===== src/rtl/ps2_key_decoder.sv =====
// ps2_key_decoder
// Turns the scan-code byte stream coming out of the PS/2 receiver into the
// control signals the synth IO controller expects. Set-2 make, break (F0) and
// extended (E0) sequences are parsed. Held keys are tracked so that typematic
// repeats never retrigger a pulse, and so that the note gate follows the
// physical state of the keys.
//
// Ports:
//   clk                 system clock
//   reset               synchronous, active-low reset
//   byte_valid          one-cycle strobe, byte_data holds a new byte
//   byte_data[7:0]      received scan-code byte
//   byte_error          one-cycle strobe, receiver framing/parity error
//   note_in             high while any note key is held
//   note[3:0]           current note index 0..11 (C..B)
//   octave_plus_plus    one-cycle pulse on a fresh X press
//   octave_minus_minus  one-cycle pulse on a fresh Z press
//   ADSR_selector[2:0]  selected envelope parameter 0..4 (keys 1..5)
//   ADSR_plus_plus      one-cycle pulse on a fresh cursor-up press
//   ADSR_minus_minus    one-cycle pulse on a fresh cursor-down press
module ps2_key_decoder #(
  parameter int PREFIX_TIMEOUT = 2500000,
  parameter int CNT_W          = 22
) (
  input  logic       clk,
  input  logic       reset,
  input  logic       byte_valid,
  input  logic [7:0] byte_data,
  input  logic       byte_error,
  output logic       note_in,
  output logic [3:0] note,
  output logic       octave_plus_plus,
  output logic       octave_minus_minus,
  output logic [2:0] ADSR_selector,
  output logic       ADSR_plus_plus,
  output logic       ADSR_minus_minus
);

  typedef enum logic [1:0] {
    S_IDLE,
    S_EXT,
    S_BRK,
    S_EXT_BRK
  } state_t;

  localparam logic [CNT_W-1:0] TimeoutLast = CNT_W'(PREFIX_TIMEOUT - 1);

  state_t            state_q, state_d;
  logic [CNT_W-1:0]  cnt_q, cnt_d;
  logic [11:0]       held_notes_q, held_notes_d;
  logic [3:0]        last_note_q, last_note_d;
  logic              z_held_q, z_held_d;
  logic              x_held_q, x_held_d;
  logic              up_held_q, up_held_d;
  logic              dn_held_q, dn_held_d;
  logic              note_in_q, note_in_d;
  logic [3:0]        note_q, note_d;
  logic [2:0]        sel_q, sel_d;
  logic              oct_plus_q, oct_plus_d;
  logic              oct_minus_q, oct_minus_d;
  logic              adsr_plus_q, adsr_plus_d;
  logic              adsr_minus_q, adsr_minus_d;

  logic              is_ext;
  logic              is_brk;
  logic [4:0]        note_hit;

  // Returns {valid, index} for the twelve note keys.
  function automatic logic [4:0] noteLookup(input logic [7:0] code);
    case (code)
      8'h1C:   return {1'b1, 4'd0};
      8'h1D:   return {1'b1, 4'd1};
      8'h1B:   return {1'b1, 4'd2};
      8'h24:   return {1'b1, 4'd3};
      8'h23:   return {1'b1, 4'd4};
      8'h2B:   return {1'b1, 4'd5};
      8'h2C:   return {1'b1, 4'd6};
      8'h34:   return {1'b1, 4'd7};
      8'h35:   return {1'b1, 4'd8};
      8'h33:   return {1'b1, 4'd9};
      8'h3C:   return {1'b1, 4'd10};
      8'h3B:   return {1'b1, 4'd11};
      default: return 5'd0;
    endcase
  endfunction

  // Scanning downwards leaves the lowest set index as the final answer.
  function automatic logic [3:0] lowestHeld(input logic [11:0] held);
    logic [3:0] idx;
    idx = 4'd0;
    for (int i = 11; i >= 0; i--) begin
      if (held[i]) idx = 4'(i);
    end
    return idx;
  endfunction

  // Parser next state, prefix timeout and key bookkeeping. Only the byte that
  // completes a sequence touches key state; prefixes just move the parser.
  always_comb begin
    state_d      = state_q;
    cnt_d        = cnt_q;
    held_notes_d = held_notes_q;
    last_note_d  = last_note_q;
    z_held_d     = z_held_q;
    x_held_d     = x_held_q;
    up_held_d    = up_held_q;
    dn_held_d    = dn_held_q;
    sel_d        = sel_q;
    oct_plus_d   = 1'b0;
    oct_minus_d  = 1'b0;
    adsr_plus_d  = 1'b0;
    adsr_minus_d = 1'b0;
    note_in_d    = note_in_q;
    note_d       = note_q;
    is_ext       = (state_q == S_EXT) || (state_q == S_EXT_BRK);
    is_brk       = (state_q == S_BRK) || (state_q == S_EXT_BRK);
    note_hit     = noteLookup(byte_data);

    if (byte_error) begin
      // A corrupted byte may have been part of a sequence; start over.
      state_d = S_IDLE;
      cnt_d   = '0;
    end else if (byte_valid) begin
      cnt_d = '0;
      if (byte_data == 8'hE0) begin
        state_d = S_EXT;
      end else if (byte_data == 8'hF0) begin
        if (state_q == S_IDLE)     state_d = S_BRK;
        else if (state_q == S_EXT) state_d = S_EXT_BRK;
      end else begin
        state_d = S_IDLE;
        if (!is_ext) begin
          if (note_hit[4]) begin
            if (is_brk) begin
              held_notes_d[note_hit[3:0]] = 1'b0;
            end else begin
              held_notes_d[note_hit[3:0]] = 1'b1;
              last_note_d                 = note_hit[3:0];
            end
          end
          case (byte_data)
            8'h1A: begin
              if (is_brk) z_held_d = 1'b0;
              else begin
                oct_minus_d = !z_held_q;
                z_held_d    = 1'b1;
              end
            end
            8'h22: begin
              if (is_brk) x_held_d = 1'b0;
              else begin
                oct_plus_d = !x_held_q;
                x_held_d   = 1'b1;
              end
            end
            8'h16:   if (!is_brk) sel_d = 3'd0;
            8'h1E:   if (!is_brk) sel_d = 3'd1;
            8'h26:   if (!is_brk) sel_d = 3'd2;
            8'h25:   if (!is_brk) sel_d = 3'd3;
            8'h2E:   if (!is_brk) sel_d = 3'd4;
            default: ;
          endcase
        end else begin
          case (byte_data)
            8'h75: begin
              if (is_brk) up_held_d = 1'b0;
              else begin
                adsr_plus_d = !up_held_q;
                up_held_d   = 1'b1;
              end
            end
            8'h72: begin
              if (is_brk) dn_held_d = 1'b0;
              else begin
                adsr_minus_d = !dn_held_q;
                dn_held_d    = 1'b1;
              end
            end
            default: ;
          endcase
        end
      end
    end else if (state_q != S_IDLE) begin
      // A prefix left waiting too long means the rest of it was lost.
      if (cnt_q >= TimeoutLast) begin
        state_d = S_IDLE;
        cnt_d   = '0;
      end else begin
        cnt_d = cnt_q + 1'b1;
      end
    end

    // The most recently pressed note wins while it is held; otherwise fall
    // back to the lowest held note, and hold the old value when all are up.
    note_in_d = |held_notes_d;
    if (|held_notes_d) begin
      if (held_notes_d[last_note_d]) note_d = last_note_d;
      else                           note_d = lowestHeld(held_notes_d);
    end
  end

  // State and output registers.
  always_ff @(posedge clk) begin
    if (!reset) begin
      state_q      <= S_IDLE;
      cnt_q        <= '0;
      held_notes_q <= '0;
      last_note_q  <= '0;
      z_held_q     <= 1'b0;
      x_held_q     <= 1'b0;
      up_held_q    <= 1'b0;
      dn_held_q    <= 1'b0;
      note_in_q    <= 1'b0;
      note_q       <= '0;
      sel_q        <= '0;
      oct_plus_q   <= 1'b0;
      oct_minus_q  <= 1'b0;
      adsr_plus_q  <= 1'b0;
      adsr_minus_q <= 1'b0;
    end else begin
      state_q      <= state_d;
      cnt_q        <= cnt_d;
      held_notes_q <= held_notes_d;
      last_note_q  <= last_note_d;
      z_held_q     <= z_held_d;
      x_held_q     <= x_held_d;
      up_held_q    <= up_held_d;
      dn_held_q    <= dn_held_d;
      note_in_q    <= note_in_d;
      note_q       <= note_d;
      sel_q        <= sel_d;
      oct_plus_q   <= oct_plus_d;
      oct_minus_q  <= oct_minus_d;
      adsr_plus_q  <= adsr_plus_d;
      adsr_minus_q <= adsr_minus_d;
    end
  end

  assign note_in            = note_in_q;
  assign note               = note_q;
  assign octave_plus_plus   = oct_plus_q;
  assign octave_minus_minus = oct_minus_q;
  assign ADSR_selector      = sel_q;
  assign ADSR_plus_plus     = adsr_plus_q;
  assign ADSR_minus_minus   = adsr_minus_q;

endmodule


===== config.mk =====
export PLATFORM = sky130hd
export DESIGN_NAME = ps2_key_decoder
export DESIGN_NICKNAME = d
export VERILOG_FILES = /design/src/rtl/ps2_key_decoder.sv
export SDC_FILE = /design/constraint.sdc
export NUM_CORES = 1
export LEC_CHECK = 0
export BUFFER_PORTS_ARGS = -buffer_cell sky130_fd_sc_hd__buf_2
export CAP_MARGIN = 30
export CORE_MARGIN = 5
export CORE_UTILIZATION = 50
export DETAILED_ROUTE_END_ITERATION = 7
export MAX_ROUTING_LAYER = met4
export PLACE_DENSITY_LB_ADDON = 0.1
export SETUP_SLACK_MARGIN = 0.5
export SLEW_MARGIN = 20
export SYNTH_ARGS = -nofsm -noshare
export SYNTH_HDL_FRONTEND = slang
export SYNTH_SLANG_ARGS = --single-unit

===== constraint.sdc =====
create_clock -name clk -period 3.6 [get_ports clk]
set_input_delay 0.9 -clock clk [delete_from_list [all_inputs] [get_ports clk]]
set_output_delay 0.9 -clock clk [all_outputs]
set_load 0.005 [all_outputs]

==> results.toml <==
[logic_synthesis]
synth_edf_count = 0
yosys_most_used_dff = "dfxtp_1"
synth.cell_area_sq_um = 3240
synth_async_sr_flop_share_pct = 0
synthDistinctLibCells = 73
ys_ff_latch = 56
seq_area_frac_synth_pct = 34.6
syn_nets = 387
synth.avg_cell_area_sq_um = 8.67
syn_inst = 374
yosysWarnings = 0

[setup_path]
path_max_fanout = 6
crit_slowest_cell = "o31a_4"
critPathBufInv = 2
start_kind = "input port"
crit_chain = "buf_12 -> and3b_1 -> o2111a_1 -> a31o_4 -> o31a_4 -> mux2i_4 -> buf_6 -> mux2i_2 -> o22ai_2 -> o31ai_4 -> mux2i_1 -> a21boi_1"
crit_arrival_ps = 3400
crit_family = "compound AO/OA/AOI/OAI gates"
cpPeakStageDelay_ps = 380
crit_required_ps = 3820
worst-setup-path-type = "in -> reg"
end_kind = "register"

[routing]
routed_via_density = 5.67
routed_wl_um = 7830
dr.pass1.iters = 4
drc = 0
wl_per_cell_um = 15.5
vias = 2859
drt_iter0_drc = 152
antenna_left = 0

[sta]
maxSlewViolCount = 0
max_slew_margin_pct = 55.8
rsz0062_at_grt = "true"
period_needed_ps = 3180
clock.fmax_mhz = 315
fin_crit_sh_pct = 88.3
final_hold_viol_count = 0
skew_ps = 9.99
final.setup.tns_ps = 0
holdWs_ps = 421
setup_viol = 0
worst-slew-pin-transition_ps = 663
setup_slack_ps = 422

[clock_tree]
tritoncts = "yes"
clk_latency_ps = 320
hold_buffers = 0
clkSinkCount = 56
cts_root_buf = "clkbuf_8"
cts_buffer_depth = 2
cts_max_level = 2
cts_made_buffers = 5
clk_pin_slew_ps = 110

[global_route]
grt_util_met3_pct = 3.92
busiest_layer = "met2"
grt_pass1_vias = 2684
grt_use_met2_pct = 29.2
grt_use_met1_pct = 26.2
antenna_found_initial = 0
grt_pass1_wl_um = 12900
grtUsageTotal_pct = 19.4
globalRouteOverflowTotal = 0
grt_max_degree = 33

[layout]
n_antenna_cell = 0
final_cell_mix = "dfxtp_1, nor2_1, buf_4"
area_growth_pct = 23.3
fin_nets = 439
mostFrequentLayoutCell = "dfxtp_1"
drive_gt1_share_pct = 27.9

[min_path]
min_path_type = "reg -> reg"

[floorplanning]
initial_core_util_pct = 51.4
io-pin-count = 24
die_w_um = 90.6
die_h_um = 90.6
rows = 29
coreArea_sq_um = 6310
dieArea_sq_um = 8200

[place]
io_buffers = 23
pre_cts_ws_ps = -25.4
gp_congestion = 0.912
detailed_place_hpwl_um = 5320

[power_and_ir_drop]
p_per_area_nw_per_um2 = 275
vdd_drop_max_uv = 192
p_leak_nw = 1.59

[flow_run]
maxCapViolCount = 0

[outcome]
status = "completed"
## stage by stage
stage | area (sq um) | util, % | total power [mW] | cells
after floorplan | 3310 | - | 0.694 | 374
after global placement | 3510 | 55.5 | 0.717 | 471
after detailed placement | 3510 | 55.5 | 0.718 | 471
after CTS | 3790 | 60.1 | 1.10 | 492
after global routing | 4000 | 63.4 | 1.14 | 504
final | 4000 | 63.4 | 1.10 | 504
## where the power goes
part	internal (mW)	total, mW	switching (mW)
logic	0.0518	0.111	0.0587
clock network	0.142	0.370	0.228
registers	0.620	0.621	0.000459
## repair_timing
action                     in CTS  in global routing
pin swaps                      11                 19
resized for setup              24                 28
setup endpoints to repair       3                  5
cloned                          0                  1
buffers inserted               13                 11
## layer usage
layer | wire (um) | vias up
li1 | - | 1437
met5 | 0 | -
met2 | 3590 | 55
met3 | 325 | 16
met4 | 153 | 0
met1 | 3760 | 1351
## worst register-to-register path: stages, from the launching register on
cell,delay (ps)
dfxtp_1,430
or2_1,400
nor3_4,280
o31a_4,220
mux2i_4,280
buf_6,140
mux2i_2,210
o22ai_2,110
o31ai_4,350
buf_4,170
a21o_1,100
a31oi_1,70
## sequential cells by signal (all words and copies together), names as in the netlist, 2 cells and up
name / flops
note: 4
held_notes_q: 12
last_note_q: 4
state_q: 2
cnt_q: 22
ADSR_selector: 3
## final cells by class
type	count	area, sq um
clock buffers	5	68.8
clock inverters	3	26.3
fillers	545	2310
inverters	6	22.5
multi-input cells	296	2160
flip-flops and latches	56	1120
well taps	77	96.3
repair buffers	61	509
## final timing paths
| path | startpoint | end | slack [ps] | depth (start not counted) |
|---|---|---|---|---|
| hold reg to reg | z_held_q | octave_minus_minus | 420 | 1 |
| setup / recovery | byte_data[3] | note[2] | 420 | 12 |
| setup reg to reg | state_q[1] | note[1] | 740 | 11 |
| hold / removal | z_held_q | octave_minus_minus | 420 | 1 |
## cells in the mapped netlist (7+ instances only)
master,n,area (sq um)
and2_1,19,119
a21oi_1,13,65.1
nand2_1,30,113
nand3_1,18,90.1
clkbuf_1,8,30.0
dfxtp_1,56,1120
nor2b_1,13,81.3
xnor2_1,7,61.3
xor2_1,15,131
mux2_2,9,101
mux2i_1,10,100
nor3_1,7,35.0
o21ai_0,8,40.0
nor2_1,52,195
## cells by family after synthesis
logic type / Yosys count / share of synthesized area (%)
multiplexers: 22 / 8.06
AO/OA/AOI/OAI: 63 / 14.9
AND/OR/NAND/NOR: 188 / 32.7
XOR/XNOR: 22 / 5.94
buffers and inverters: 22 / 3.47
adder cells (fa/ha/maj): 1 / 0.386
flip-flops: 56 / 34.6
No activity file was read; power rests on OpenSTA's default activity.
